File: config.mk
export PLATFORM = sky130hd
export DESIGN_NAME = low_freq_gen_flat
export DESIGN_NICKNAME = d
export VERILOG_FILES = /design/src/rtl/low_freq_gen_if.sv /design/src/rtl/low_freq_gen.sv /design/src/flat_wrapper.sv
export SDC_FILE = /design/constraint.sdc
export NUM_CORES = 1
export LEC_CHECK = 0
export ABC_CLOCK_PERIOD_IN_PS = 8000
export CORE_MARGIN = 2
export CORE_UTILIZATION = 65
export DETAILED_ROUTE_END_ITERATION = 10
export HOLD_SLACK_MARGIN = 0.05
export MAX_ROUTING_LAYER = met4
export PLACE_DENSITY = 0.84
export SYNTH_ARGS = -nofsm -noshare
export SYNTH_HDL_FRONTEND = slang
export SYNTH_SLANG_ARGS = --single-unit
export TNS_END_PERCENT = 50
File: constraint.sdc
create_clock -name clk -period 8 [get_ports clk]
set_input_delay 0.8 -clock clk [delete_from_list [all_inputs] [get_ports clk]]
set_output_delay 0.8 -clock clk [all_outputs]
set_load 0.005 [all_outputs]
File: src/rtl/low_freq_gen_if.sv
// Control/status bundle for the low-frequency square-wave generator.
// The master drives the BCD frequency and start/stop; the slave returns the wave and status.
interface low_freq_gen_if;
  logic        start;
  logic        stop;
  logic [3:0]  bcd3;
  logic [3:0]  bcd2;
  logic [3:0]  bcd1;
  logic [3:0]  bcd0;
  logic        sq_out;
  logic [19:0] prd;
  logic        ready;
  logic        done_tick;
  logic        err;

  modport master (
    output start, stop, bcd3, bcd2, bcd1, bcd0,
    input  sq_out, prd, ready, done_tick, err
  );

  modport slave (
    input  start, stop, bcd3, bcd2, bcd1, bcd0,
    output sq_out, prd, ready, done_tick, err
  );
endinterface

File: src/rtl/low_freq_gen.sv
// Square-wave generator: 4-digit BCD frequency -> binary -> period (DVND/freq us),
// then a 50% duty wave whose half period is counted in microsecond ticks.
module low_freq_gen #(
  parameter int US_TICKS = 50,
  parameter int DVND     = 1_000_000
) (
  input  logic          clk,
  input  logic          reset,
  low_freq_gen_if.slave bus
);

  localparam int PW = (US_TICKS > 1) ? $clog2(US_TICKS) : 1;
  localparam logic [19:0] DVND_W = 20'(DVND);

  typedef enum logic [1:0] {IDLE, CONV, DIV, RUN} state_t;

  state_t         state_reg, state_next;
  logic [15:0]    digits_reg, digits_next;
  logic [13:0]    bin_reg, bin_next;
  logic [4:0]     cnt_reg, cnt_next;
  logic [14:0]    rem_reg, rem_next;
  logic [19:0]    quo_reg, quo_next;
  logic [19:0]    prd_reg, prd_next;
  logic [18:0]    half_reg, half_next;
  logic [PW-1:0]  us_reg, us_next;
  logic [18:0]    hcnt_reg, hcnt_next;
  logic           sq_reg, sq_next;
  logic           done_reg, done_next;
  logic           err_reg, err_next;

  logic [15:0] bcd_in;
  logic [3:0]  digit_bad;
  logic        bcd_bad;

  assign bcd_in = {bus.bcd3, bus.bcd2, bus.bcd1, bus.bcd0};

  genvar gi;
  generate
    for (gi = 0; gi < 4; gi++) begin : g_chk
      assign digit_bad[gi] = (bcd_in[4*gi+3 -: 4] > 4'd9);
    end
  endgenerate

  assign bcd_bad = (|digit_bad) || (bcd_in == 16'd0);

  // One restoring-division step: shift in the next dividend bit, subtract if it fits.
  logic [15:0] trial;
  logic [14:0] diff;
  logic        ge;
  logic [19:0] quo_step;

  assign trial    = {rem_reg, quo_reg[19]};
  assign ge       = (trial >= {2'b00, bin_reg});
  assign diff     = trial[14:0] - {1'b0, bin_reg};
  assign quo_step = {quo_reg[18:0], ge};

  logic us_tick;
  assign us_tick = (us_reg == PW'(US_TICKS - 1));

  always_comb begin
    state_next  = state_reg;
    digits_next = digits_reg;
    bin_next    = bin_reg;
    cnt_next    = cnt_reg;
    rem_next    = rem_reg;
    quo_next    = quo_reg;
    prd_next    = prd_reg;
    half_next   = half_reg;
    us_next     = us_reg;
    hcnt_next   = hcnt_reg;
    sq_next     = sq_reg;
    done_next   = 1'b0;
    err_next    = err_reg;

    case (state_reg)
      IDLE: begin
        if (bus.start && !bus.stop) begin
          digits_next = bcd_in;
          if (bcd_bad) begin
            err_next = 1'b1;
          end else begin
            err_next   = 1'b0;
            bin_next   = '0;
            cnt_next   = '0;
            state_next = CONV;
          end
        end
      end

      CONV: begin
        if (bus.stop) begin
          sq_next    = 1'b0;
          state_next = IDLE;
        end else begin
          bin_next    = bin_reg * 14'd10 + {10'd0, digits_reg[15:12]};
          digits_next = {digits_reg[11:0], 4'h0};
          cnt_next    = cnt_reg + 5'd1;
          if (cnt_reg == 5'd3) begin
            cnt_next   = '0;
            rem_next   = '0;
            quo_next   = DVND_W;
            state_next = DIV;
          end
        end
      end

      DIV: begin
        if (bus.stop) begin
          sq_next    = 1'b0;
          state_next = IDLE;
        end else begin
          rem_next = ge ? diff : trial[14:0];
          quo_next = quo_step;
          cnt_next = cnt_reg + 5'd1;
          if (cnt_reg == 5'd19) begin
            prd_next   = quo_step;
            half_next  = quo_step[19:1];
            us_next    = '0;
            hcnt_next  = '0;
            sq_next    = 1'b0;
            done_next  = 1'b1;
            state_next = RUN;
          end
        end
      end

      RUN: begin
        if (bus.stop) begin
          sq_next    = 1'b0;
          state_next = IDLE;
        end else if (bus.start && !bcd_bad) begin
          digits_next = bcd_in;
          err_next    = 1'b0;
          bin_next    = '0;
          cnt_next    = '0;
          sq_next     = 1'b0;
          state_next  = CONV;
        end else begin
          // A rejected retune only flags err; the current wave keeps running.
          if (bus.start) err_next = 1'b1;
          us_next = us_tick ? '0 : us_reg + 1'b1;
          if (us_tick) begin
            if (hcnt_reg == half_reg - 19'd1) begin
              hcnt_next = '0;
              sq_next   = ~sq_reg;
            end else begin
              hcnt_next = hcnt_reg + 19'd1;
            end
          end
        end
      end

      default: state_next = IDLE;
    endcase
  end

  always_ff @(posedge clk or negedge reset) begin
    if (!reset) begin
      state_reg  <= IDLE;
      digits_reg <= '0;
      bin_reg    <= '0;
      cnt_reg    <= '0;
      rem_reg    <= '0;
      quo_reg    <= '0;
      prd_reg    <= '0;
      half_reg   <= '0;
      us_reg     <= '0;
      hcnt_reg   <= '0;
      sq_reg     <= 1'b0;
      done_reg   <= 1'b0;
      err_reg    <= 1'b0;
    end else begin
      state_reg  <= state_next;
      digits_reg <= digits_next;
      bin_reg    <= bin_next;
      cnt_reg    <= cnt_next;
      rem_reg    <= rem_next;
      quo_reg    <= quo_next;
      prd_reg    <= prd_next;
      half_reg   <= half_next;
      us_reg     <= us_next;
      hcnt_reg   <= hcnt_next;
      sq_reg     <= sq_next;
      done_reg   <= done_next;
      err_reg    <= err_next;
    end
  end

  assign bus.sq_out    = sq_reg;
  assign bus.prd       = prd_reg;
  assign bus.ready     = (state_reg == IDLE) || (state_reg == RUN);
  assign bus.done_tick = done_reg;
  assign bus.err       = err_reg;

endmodule

File: src/flat_wrapper.sv
// flat-port wrapper written by rule: the top's interface ports become plain ports
module low_freq_gen_flat 
#(
  parameter int US_TICKS = 50,
  parameter int DVND     = 1_000_000
)
  (clk, reset, bus_start, bus_stop, bus_bcd3, bus_bcd2, bus_bcd1, bus_bcd0, bus_sq_out, bus_prd, bus_ready, bus_done_tick, bus_err);
  low_freq_gen_if bus_i ();
  input  logic clk;
  input  logic reset;
  input wire logic [$bits(bus_i.start)-1:0] bus_start;
  input wire logic [$bits(bus_i.stop)-1:0] bus_stop;
  input wire logic [$bits(bus_i.bcd3)-1:0] bus_bcd3;
  input wire logic [$bits(bus_i.bcd2)-1:0] bus_bcd2;
  input wire logic [$bits(bus_i.bcd1)-1:0] bus_bcd1;
  input wire logic [$bits(bus_i.bcd0)-1:0] bus_bcd0;
  output wire logic [$bits(bus_i.sq_out)-1:0] bus_sq_out;
  output wire logic [$bits(bus_i.prd)-1:0] bus_prd;
  output wire logic [$bits(bus_i.ready)-1:0] bus_ready;
  output wire logic [$bits(bus_i.done_tick)-1:0] bus_done_tick;
  output wire logic [$bits(bus_i.err)-1:0] bus_err;
  assign bus_i.start = bus_start;
  assign bus_i.stop = bus_stop;
  assign bus_i.bcd3 = bus_bcd3;
  assign bus_i.bcd2 = bus_bcd2;
  assign bus_i.bcd1 = bus_bcd1;
  assign bus_i.bcd0 = bus_bcd0;
  assign bus_sq_out = bus_i.sq_out;
  assign bus_prd = bus_i.prd;
  assign bus_ready = bus_i.ready;
  assign bus_done_tick = bus_i.done_tick;
  assign bus_err = bus_i.err;
  low_freq_gen #(.US_TICKS(US_TICKS), .DVND(DVND)) u_core (.clk(clk), .reset(reset), .bus(bus_i));
endmodule
After elaboration in Yosys (flattened, before gate mapping). Cells that the tools add are included.

Reduce and logical (&&, ||, !) cells: 24. Bitwise logic cells: 2. Order comparisons: 5. Equal/unequal tests: 24. Muxes and demuxes: 67. Multiply operators: 1. Add/sub/neg operators: 6.

Operators with widths (number): two-way mux 19 bit (6); two-way mux 14 bit (5); two-way mux 16 bit (4); two-way mux 15 bit (4); two-way mux 20 bit (3); one-hot mux 16 bit (3 select lines) (1); one-hot mux 14 bit (3 select lines) (1); one-hot mux 20 bit (2 select lines) (1); one-hot mux 19 bit (2 select lines) (1); two-way mux 5 bit (7); two-way mux 6 bit (5); one-hot mux 15 bit (2 select lines) (1); one-hot mux 5 bit (4 select lines) (1); AND reduction 5 bit (4); adder 19 x 1 -> 19 bit, second input constant (1); equality test 19 bit (1); subtractor 19 x 1 -> 19 bit, second input constant (1); AND reduction 6 bit (3); >= comparator 16 x 14 -> 1 bit (1); > comparator 4 bit, second input constant (4); logical NOT 16 bit (1); two-way mux 2 bit (8); two-way mux 1 bit (15); subtractor 15 x 14 -> 15 bit (1); other kinds (27) (49).

Input port bits: 20. Bits in registers: 139. Output and inout bits: 24.

Longest topological paths before layout. Gate-level depths: netlist of run 1.

Word-level depth: 8. Depth in mapped cells: 12.

Worst setup path after synthesis of run 1. Ideal clock, no wire load.

Kind: reg-to-reg. From: register u_core.half_reg[0]. To: register u_core.hcnt_reg[10]. Buffers on the path: 1. Stages on the path, launching flop included: 11. Arrival: 2.760 ns. Setup slack: 5.121 ns. Period minus slack after synthesis: 2.879 ns. Path through: dfrtp_1 inv_1 ha_1 nor3b_1 nand3_1 or4_1 a2111oi_2 a31oi_1 nor2_2 buf_6 nor2_2.

Longest elaborated chain between the ends: 7.

RTL lines: start: declaration (RTL line low_freq_gen.sv:24) `logic [18:0] half_reg, half_next;`; start signal: assignment (RTL line low_freq_gen.sv:180) `half_reg <= half_next;`; subtractor 19 x 1 -> 19 bit (RTL line low_freq_gen.sv:143) `if (hcnt_reg == half_reg - 19'd1) begin`; equality test 19 bit (RTL line low_freq_gen.sv:143); two-way mux 19 bit (RTL line low_freq_gen.sv:143); two-way mux 19 bit (RTL line low_freq_gen.sv:142) `if (us_tick) begin`; two-way mux 19 bit (RTL line low_freq_gen.sv:131) `end else if (bus.start && !bcd_bad) begin`; two-way mux 19 bit (RTL line low_freq_gen.sv:128) `if (bus.stop) begin`; one-hot mux 19 bit (2 select lines) (RTL line low_freq_gen.sv:75) `case (state_reg)`; end signal: assignment (RTL line low_freq_gen.sv:182) `hcnt_reg <= hcnt_next;`; end: declaration (RTL line low_freq_gen.sv:26) `logic [18:0] hcnt_reg, hcnt_next;`.

No other way between the ends. The select of a mux whose other input is x is not followed. A chain may end at the register's enable or synchronous reset.

Worst setup path in the final report of run 1.
From: register u_core.half_reg[0]. To: register u_core.hcnt_reg[8].

Same word-level chain as after synthesis.

==> flow_metrics.tcl, run 1 <==
set metrics [dict create \
    outcome "completed" \
    reg2reg_slack_ns 4.01 \
    min_path_type "primary input to asynchronous set/reset pin" \
    synth.largest_area_cell "sky130_fd_sc_hd__dfrtp_1" \
    synth_edf_count 0 \
    grt_antenna_before_repair 0 \
    synth.area.top_cells "sky130_fd_sc_hd__dfrtp_1 (40%), sky130_fd_sc_hd__ha_1 (7.6%), sky130_fd_sc_hd__nand2_1 (5.1%), sky130_fd_sc_hd__xnor2_1 (4.0%), sky130_fd_sc_hd__o21ai_0 (3.4%)" \
    number_of_iterations_in_the_first_detailed_routing_pass 5 \
    fmax_ghz 0.250 \
    finish.net_count 943 \
    gp_congestion 0.923 \
    slowest_stage "sky130_fd_sc_hd__nor2_2" \
    number_of_distinct_library_cells_after_synthesis 64 \
    post_synth_instance_area_sq_um 7590 \
    period_share 0.499 \
    average_size_of_a_mapped_cell_sq_um 9.01 \
    die_area_sq_um 12600 \
    postSynth.topFlopCell "sky130_fd_sc_hd__dfrtp_1" \
    grt_start_max_net_pins 77 \
    worst_case_clock_buffer_depth 2 \
    worst_skew_pair.late_latency_ns 0.42 \
    synthesis.instances 843 \
    yosysWarnings 0 \
    clock-skew-final_ns 0.00821 \
    worst-slew-pin-transition_ns 1.29 \
    clk_slew_on_worst_s_h_paths_ns 0.05 \
    critPathMaxFanout 12 \
    placementRows 39 \
    grt_pass1_wl_mm 31.2 \
    irDropWorstVdd_mv 0.543 \
    vias_per_cell 6.39 \
    slew_headroom 0.142 \
    postRouteWirelength_mm 18.3 \
    cap_viol_max_count 0 \
    cts_resized 0 \
    core_area_sq_um 11400 \
    top_level_i_o_count 44 \
    grt.total_usage 0.318 \
    power.leakage_nw 3.85 \
    routed-via-count 6584 \
    setup_tns_ns 0 \
    layout-drive-gt1-share 0.0722 \
    final_max_slew_viol_count 0 \
    cts.sink_count 120 \
    synth_top_cell_area_share 0.395 \
    cts-hold-fix-buffers 0 \
    total_switching_power_mw 1.41 \
    rsz_0062_raised_after_global_routing "no" \
    comb_power_share 0.476 \
    power.sequential.fraction 0.281 \
    worstPathCellList "inv_1 -> ha_1 -> nor3b_1 -> nand3_1 -> or4_1 -> a2111oi_2 -> a31oi_1 -> nor2_2 -> nor2_1" \
    synth_common_cells "sky130_fd_sc_hd__dfrtp_1 (120), sky130_fd_sc_hd__nand2_1 (103), sky130_fd_sc_hd__o21ai_0 (51), sky130_fd_sc_hd__nor2_1 (50), sky130_fd_sc_hd__inv_1 (47)" \
    drtAntennaViolNets 0 \
    floorplan.initialDensity 0.665 \
    cts_tree "done" \
    grt.overflow.total 0 \
    crit_arrival_ns 4.27 \
    grt_pass1_vias 6511 \
    detail_route.wl_per_cell_um 17.8 \
    setup.worst_path.class "flip-flop to flip-flop" \
    switching_share 0.420 \
    place.detailed.hpwl_mm 12.9 \
    critical_path.max_stage_delay_ns 0.71 \
    synthToLayoutAreaGrowth_pct 15.0 \
    io_buffers 43 \
    cts.htree.levels 4 \
    n_fill_cell 801 \
    power-per-cell-area_nw_per_um2 383 \
    pwr-share-clk 0.243 \
    clock_tree.root_cell "sky130_fd_sc_hd__clkbuf_16" \
    ys_ff_latch 120 \
    synth_nets 912 \
    post-cts-setup-buffer-count 0 \
    timing_hold_violations_final 0 \
    largest_reg_flops 20 \
    first_iter_violations 604 \
    postSynth.asyncResetShare 1.00 \
    drc_violation_count_after_routing 0 \
    min_period_ns 3.99 \
    timing.critical_path.from_type "flip-flop" \
    n_antenna_cell 0 \
    die_height_um 112 \
    worst_setup_path_end_kind "flip-flop" \
    internal_power_mw 1.94 \
    endpoint_required_time_on_the_critical_path_ns 8.28 \
    synth_sequential_area_ratio 0.395 \
    setup_viol_count_final 0 \
    die_width_um 112 \
    place.detailed.instances 998 \
    cts_inserted_buffers 17 \
    layout.cells.non_filler 1030 \
    post-synth-top-count-cell "sky130_fd_sc_hd__dfrtp_1" \
]
## cell type report
class	count	area, sq um	area share
flip-flops and latches	120	3000	0.344
repair buffers	47	458	0.0525
clock inverters	9	139	0.0159
well taps	143	179	0.0205
clock buffers	23	498	0.0570
inverters	47	176	0.0202
multi-input cells	641	4280	0.490
## cells by family (layout without fill, tap and decap cells)
group,Yosys count,in the layout,share of synthesized area
adder cells (fa/ha/maj),49,49,0.0837
AND/OR/NAND/NOR,320,320,0.211
XOR/XNOR,61,61,0.0704
buffers and inverters,82,126,0.0428
multiplexers,23,23,0.0306
flip-flops,120,120,0.395
AO/OA/AOI/OAI,188,188,0.166
## stage by stage
| stage | setup WS [ns] | utilization | instance area (sq um) | hold WS, ns | power (mW) |
|---|---|---|---|---|---|
| 2_1_floorplan | 5.12 | - | 7590 | 0.462 | 2.12 |
| 3_3_place_gp | 4.27 | 0.709 | 8090 | 0.483 | 2.39 |
| 3_5_place_dp | 4.12 | 0.709 | 8090 | 0.486 | 2.49 |
| 4_1_cts | 4.06 | 0.765 | 8730 | 0.386 | 3.33 |
| 5_1_grt | 3.61 | 0.765 | 8730 | 0.425 | 3.59 |
| 6_report | 4.01 | 0.765 | 8730 | 0.382 | 3.35 |
## layer usage
metal	track usage	wire (um)	up-vias
met5	-	0	-
met3	0.0729	987	42
met2	0.502	8990	223
met4	0.124	461	0
met1	0.401	7900	3222
li1	-	-	3097
## worst max-delay path, delay by kind of cell, from the launching register on
| family | cells | cell delay (ns) |
|---|---|---|
| AO/OA/AOI/OAI | 2 | 0.94 |
| flip-flops | 1 | 0.44 |
| AND/OR/NAND/NOR | 5 | 2.15 |
| buffers and inverters | 1 | 0.10 |
| adder cells (fa/ha/maj) | 1 | 0.22 |
## power by group through the flow
stage	Combinational (mW)	Sequential [mW]	Clock (mW)
after CTS	1.57	0.937	0.817
after detailed placement	1.55	0.943	0
after floorplan	1.23	0.890	0
after global routing	1.78	0.961	0.846
final	1.59	0.941	0.812
after global placement	1.46	0.931	0
## layout by cell type, fill, tap and decap left out, types with 12 or more instances in the layout
cell and count:
sky130_fd_sc_hd__dfrtp_1 120, sky130_fd_sc_hd__nand2_1 103, sky130_fd_sc_hd__o21ai_0 50, sky130_fd_sc_hd__nor2_1 50
sky130_fd_sc_hd__inv_1 47, sky130_fd_sc_hd__ha_1 46, sky130_fd_sc_hd__nand3_1 42, sky130_fd_sc_hd__clkdlybuf4s50_1 42
sky130_fd_sc_hd__xnor2_1 35, sky130_fd_sc_hd__a21oi_1 31, sky130_fd_sc_hd__xor2_1 26, sky130_fd_sc_hd__nor3_1 24
sky130_fd_sc_hd__mux2i_1 21, sky130_fd_sc_hd__clkbuf_16 17, sky130_fd_sc_hd__nand4_1 16, sky130_fd_sc_hd__a22o_1 12
## final timing paths
path / start / endpoint / cells past startpoint
max: u_core.half_reg[0] / u_core.hcnt_reg[8] / 9
min: reset / u_core.half_reg[1] / 1
max reg2reg: u_core.half_reg[0] / u_core.hcnt_reg[8] / 9
min reg2reg: u_core.quo_reg[18] / u_core.half_reg[18] / 2
max in group asynchronous: reset / u_core.bin_reg[2] / 2
min in group clk: u_core.quo_reg[18] / u_core.half_reg[18] / 2
Note: power is estimated with default switching activity, not from simulation.
==> run 2: changes to the inputs <==
--- a/config.mk
+++ b/config.mk
@@ -5,13 +5,13 @@
 export SDC_FILE = /design/constraint.sdc
 export NUM_CORES = 1
 export LEC_CHECK = 0
-export ABC_CLOCK_PERIOD_IN_PS = 8000
+export ABC_CLOCK_PERIOD_IN_PS = 3800
 export CORE_MARGIN = 2
-export CORE_UTILIZATION = 65
+export CORE_UTILIZATION = 61
 export DETAILED_ROUTE_END_ITERATION = 10
 export HOLD_SLACK_MARGIN = 0.05
 export MAX_ROUTING_LAYER = met4
-export PLACE_DENSITY = 0.84
+export PLACE_DENSITY = 0.79
 export SYNTH_ARGS = -nofsm -noshare
 export SYNTH_HDL_FRONTEND = slang
 export SYNTH_SLANG_ARGS = --single-unit
==> constraint.sdc (replaced) <==
create_clock -name clk -period 3.8 [get_ports clk]
set_input_delay 0.38 -clock clk [delete_from_list [all_inputs] [get_ports clk]]
set_output_delay 0.38 -clock clk [all_outputs]
set_load 0.005 [all_outputs]
==> flow_metrics.tcl, run 2 (synthesized netlist as in run 1, its figures left out) <==
set metrics [dict create \
    outcome "completed" \
    postRouteWirelength_mm 18.5 \
    routed-via-count 6558 \
    min_path_type "flip-flop to flip-flop" \
    endpoint_required_time_on_the_critical_path_ns 4.11 \
    gp_congestion 0.975 \
    clk_slew_on_worst_s_h_paths_ns 0.05 \
    min_period_ns 3.37 \
    core_area_sq_um 12100 \
    mostFrequentLayoutCells "sky130_fd_sc_hd__dfrtp_1 (120), sky130_fd_sc_hd__nand2_1 (103), sky130_fd_sc_hd__o21ai_0 (50), sky130_fd_sc_hd__nor2_1 (50), sky130_fd_sc_hd__inv_1 (47)" \
    finish.net_count 952 \
    fmax_ghz 0.297 \
    worst_skew_pair.late_latency_ns 0.42 \
    layout-drive-gt1-share 0.0782 \
    cts_tree "done" \
    cts.sink_count 120 \
    setup.worst_path.class "flip-flop to flip-flop" \
    critPathMaxFanout 12 \
    timing_hold_violations_final 0 \
    cts.htree.levels 4 \
    worst-slew-pin-transition_ns 1.28 \
    worst_case_clock_buffer_depth 2 \
    p_total_mw 6.94 \
    grt_antenna_before_repair 0 \
    grt_pass1_vias 6330 \
    die_height_um 116 \
    irDropWorstVdd_mv 0.490 \
    setup_tns_ns 0 \
    postLayoutCoreUtil 0.729 \
    r2r.worst_path.cells 11 \
    n_antenna_cell 0 \
    detailed_place.area_sq_um 8190 \
    crit_arrival_ns 3.67 \
    reg2reg_slack_ns 0.43 \
    timing.critical_path.from_type "flip-flop" \
    power.leakage_nw 3.87 \
    cts_inserted_buffers 17 \
    final_area_sq_um 8790 \
    number_of_iterations_in_the_first_detailed_routing_pass 5 \
    grt.overflow.total 0 \
    cap_viol_max_count 0 \
    die_area_sq_um 13400 \
    power-per-cell-area_nw_per_um2 790 \
    placementRows 40 \
    clock-skew-final_ns 0.0115 \
    synthToLayoutAreaGrowth_pct 15.7 \
    worst_setup_path_end_kind "flip-flop" \
    period_share 0.886 \
    timing.hold.worst_path_depth 2 \
    io_buffers 43 \
    drc_violation_count_after_routing 0 \
    final_max_slew_viol_count 0 \
    first_iter_violations 550 \
    die_width_um 116 \
    setup_viol_count_final 0 \
    rsz_0062_raised_after_global_routing "no" \
    grt_start_max_net_pins 49 \
    grt_pass1_wl_mm 30.9 \
    post-cts-setup-buffer-count 0 \
    top_level_i_o_count 44 \
    clock_tree.root_cell "sky130_fd_sc_hd__clkbuf_16" \
    drtAntennaViolNets 0 \
    place.detailed.hpwl_mm 13.4 \
    final_common_cell "sky130_fd_sc_hd__dfrtp_1" \
    floorplan.initialDensity 0.630 \
    largest_reg_flops 20 \
    grt.total_usage 0.302 \
    slew_headroom 0.146 \
    detail_route.wl_per_cell_um 17.4 \
    vias_per_cell 6.17 \
]
[run 2: cell types whose count changed in the layout (fill, tap and decap cells not counted)]
cell and delta:
sky130_fd_sc_hd__bufinv_16 -1, sky130_fd_sc_hd__clkinvlp_4 +1, sky130_fd_sc_hd__clkinv_2 +2, sky130_fd_sc_hd__dlygate4sd3_1 +1, sky130_fd_sc_hd__clkinv_4 -4, sky130_fd_sc_hd__clkbuf_1 +1, sky130_fd_sc_hd__buf_4 +8
[run 2: final cells by class]
class | instances | area, sq um
fill | 891 | 3270
tap | 168 | 210
multi-input combinational | 641 | 4280
clock buffer | 24 | 502
inverter | 47 | 176
sequential | 120 | 3000
clock inverter | 7 | 91.3
timing repair buffer | 56 | 528
[run 2: path summary, 6_finish.rpt]
path                                         start                  end
worst max-delay path            u_core.half_reg[0]   u_core.hcnt_reg[7]
worst min-delay path            u_core.quo_reg[14]  u_core.half_reg[14]
worst max register to register  u_core.half_reg[0]   u_core.hcnt_reg[7]
worst min register to register  u_core.quo_reg[14]  u_core.half_reg[14]
max in group asynchronous                    reset    u_core.quo_reg[3]
min in group asynchronous                    reset   u_core.hcnt_reg[7]
[run 2: per-layer routing]
layer / wire [um] / global-route usage / vias to the layer above
met5: 0 / - / -
met2: 9140 / 0.487 / 233
met1: 8090 / 0.389 / 3177
met3: 970 / 0.0575 / 40
met4: 324 / 0.0924 / 0
li1: - / - / 3108
[run 2: timing repair]
| action | CTS | global route |
|---|---|---|
| endpoints found under the hold margin | 46 | 0 |
| gates resized for setup | 0 | 0 |
| hold buffers | 1 | 0 |
| setup endpoints to repair | 0 | 0 |
[run 2: metrics by stage]
step           hold WS (ns)  setup slack [ns]  std cells
2_1_floorplan        0.0844             0.921        843
3_3_place_gp          0.418             0.627       1031
3_5_place_dp          0.426             0.517       1031
4_1_cts               0.501             0.473       1063
5_1_grt               0.518             0.241       1063
6_report              0.497             0.433       1063
[run 2: critical path, cell delays in order (launching register included)]
cell and delay [ns]:
sky130_fd_sc_hd__dfrtp_1 0.44, sky130_fd_sc_hd__inv_1 0.10, sky130_fd_sc_hd__ha_1 0.20, sky130_fd_sc_hd__nor3b_1 0.50, sky130_fd_sc_hd__nand3_1 0.26, sky130_fd_sc_hd__or4_1 0.57, sky130_fd_sc_hd__a2111oi_2 0.43, sky130_fd_sc_hd__a31oi_1 0.13
sky130_fd_sc_hd__buf_4 0.20, sky130_fd_sc_hd__nor2_2 0.11, sky130_fd_sc_hd__buf_4 0.23, sky130_fd_sc_hd__nor2_1 0.07
[run 2: report_power, final]
part / internal [mW] / total (mW) / switching [mW]
Clock: 1.05 / 1.61 / 0.562
Sequential: 1.64 / 1.98 / 0.342
Combinational: 1.35 / 3.35 / 2.00
==> run 3: changes to the inputs <==
--- a/config.mk
+++ b/config.mk
@@ -9,6 +9,7 @@
 export CORE_MARGIN = 2
 export CORE_UTILIZATION = 61
 export DETAILED_ROUTE_END_ITERATION = 10
+export GPL_ROUTABILITY_DRIVEN = 0
 export HOLD_SLACK_MARGIN = 0.05
 export MAX_ROUTING_LAYER = met4
 export PLACE_DENSITY = 0.79
==> flow_metrics.tcl, run 3 (synthesized netlist as in run 1, its figures left out) <==
set metrics [dict create \
    timing.critical_path.from_type "flip-flop" \
    cts.sink_count 120 \
    worst_skew_pair.late_latency_ns 0.42 \
    crit_arrival_ns 3.58 \
    place.detailed.hpwl_mm 13.0 \
    placementRows 40 \
    grt_pass1_vias 6452 \
    irDropWorstVdd_mv 0.583 \
    power.leakage_nw 3.85 \
    largest_reg_flops 20 \
    top_level_i_o_count 44 \
    reg2reg_slack_ns 0.52 \
    io_buffers 43 \
    setup_viol_count_final 0 \
    min-delay-start "u_core.bus.prd[0]" \
    worst-slew-pin-transition_ns 1.27 \
    cts_inserted_buffers 17 \
    outcome "completed" \
    cts-hold-fix-buffers 1 \
    detail_route.wl_per_cell_um 17.1 \
    period_share 0.863 \
    cts_resized 0 \
    routed-via-count 6558 \
    drtAntennaViolNets 0 \
    die_height_um 116 \
    r2r_end "u_core.hcnt_reg[2]" \
    worst_case_clock_buffer_depth 2 \
    worst_setup_path_end_kind "flip-flop" \
    critPathMaxFanout 7 \
    grt_start_max_net_pins 70 \
    post-cts-setup-buffer-count 0 \
    core_area_sq_um 12100 \
    timing.hold.worst_path_depth 2 \
    detailed_place.area_sq_um 8180 \
    power-per-cell-area_nw_per_um2 796 \
    endpoint_required_time_on_the_critical_path_ns 4.10 \
    clk_slew_on_worst_s_h_paths_ns 0.06 \
    drc_violation_count_after_routing 0 \
    setup.worst_path.class "flip-flop to flip-flop" \
    clock-skew-final_ns 0.00821 \
    die_width_um 116 \
    layout-drive-gt1-share 0.0794 \
    mostFrequentLayoutCells "sky130_fd_sc_hd__dfrtp_1 (120), sky130_fd_sc_hd__nand2_1 (103), sky130_fd_sc_hd__o21ai_0 (50), sky130_fd_sc_hd__nor2_1 (50), sky130_fd_sc_hd__inv_1 (47)" \
    min_period_ns 3.28 \
    timing_hold_violations_final 0 \
    setup_tns_ns 0 \
    n_fill_cell 895 \
    synthToLayoutAreaGrowth_pct 16.1 \
    finalWorstSetupSlack_ns 0.520 \
    final_area_sq_um 8810 \
    min_path_type "flip-flop to flip-flop" \
    cts_tree "done" \
    timing.hold.worst_endpoint "u_core.bus.prd[0]" \
    rsz_0062_raised_after_global_routing "no" \
    r2r.worst_path.cells 11 \
    pre_cts_ws_ns 0.573 \
    fmax_ghz 0.305 \
    final_max_slew_viol_count 0 \
    grt_antenna_before_repair 0 \
    finish.net_count 950 \
    grt_pass1_wl_mm 30.8 \
    cts.htree.levels 4 \
    number_of_iterations_in_the_first_detailed_routing_pass 5 \
    final_common_cell "sky130_fd_sc_hd__dfrtp_1" \
    first_iter_violations 499 \
    die_area_sq_um 13400 \
    slew_headroom 0.153 \
    grt.total_usage 0.302 \
    clock_tree.root_cell "sky130_fd_sc_hd__clkbuf_16" \
    vias_per_cell 6.18 \
    floorplan.initialDensity 0.630 \
    n_antenna_cell 0 \
    postRouteWirelength_mm 18.2 \
    cap_viol_max_count 0 \
    grt.overflow.total 0 \
    timing.rr.start "u_core.half_reg[0]" \
]
-- run 3: how the worst max path moves through the flow --
stage,endpoint,from,cells after the start
2_1_floorplan,u_core.hcnt_reg[10],u_core.half_reg[0],10
3_3_place_gp,u_core.hcnt_reg[2],u_core.half_reg[0],11
3_5_place_dp,u_core.hcnt_reg[12],bus_bcd2[3],9
4_1_cts,u_core.hcnt_reg[2],u_core.half_reg[0],11
5_1_grt,u_core.hcnt_reg[2],u_core.half_reg[0],11
6_report,u_core.hcnt_reg[2],u_core.half_reg[0],11
-- run 3: critical path, cell delays in order (launching register included) --
cell                        delay (ns)
sky130_fd_sc_hd__dfrtp_1          0.45
sky130_fd_sc_hd__inv_1            0.10
sky130_fd_sc_hd__ha_1             0.21
sky130_fd_sc_hd__nor3b_1          0.20
sky130_fd_sc_hd__buf_4            0.17
sky130_fd_sc_hd__nand3_1          0.18
sky130_fd_sc_hd__or4_1            0.58
sky130_fd_sc_hd__a2111oi_2        0.48
sky130_fd_sc_hd__a31oi_1          0.31
sky130_fd_sc_hd__buf_4            0.26
sky130_fd_sc_hd__a21oi_2          0.13
sky130_fd_sc_hd__mux2i_1          0.08
-- run 3: area by class of cell --
class                   instances  area, sq um  area share
multi-input cells             641         4280       0.485
flip-flops and latches        120         3000       0.341
repair buffers                 54          526      0.0596
clock buffers                  19          453      0.0514
well taps                     168          210      0.0238
inverters                      47          176      0.0200
clock inverters                13          169      0.0192
-- run 3: per-stage QoR --
stage	power, mW	instances	util	hold slack [ns]
after global placement	5.09	1029	0.678	0.449
final	7.02	1062	0.731	0.476
after floorplan	4.46	843	-	0.0844
after global routing	7.51	1062	0.731	0.515
after detailed placement	5.26	1029	0.678	0.456
after CTS	6.99	1062	0.731	0.481
-- run 3: power by group --
part           switching (mW)  internal, mW  total (mW)
combinational            2.01          1.35        3.36
sequential              0.336          1.64        1.97
clock                   0.611          1.07        1.68
-- run 3: metal layers --
| layer | vias to the layer above | track usage | routed length (um) |
|---|---|---|---|
| met5 | - | - | 0 |
| li1 | 3098 | - | - |
| met1 | 3200 | 0.378 | 7820 |
| met3 | 41 | 0.0680 | 955 |
| met4 | 0 | 0.103 | 397 |
| met2 | 219 | 0.487 | 9010 |
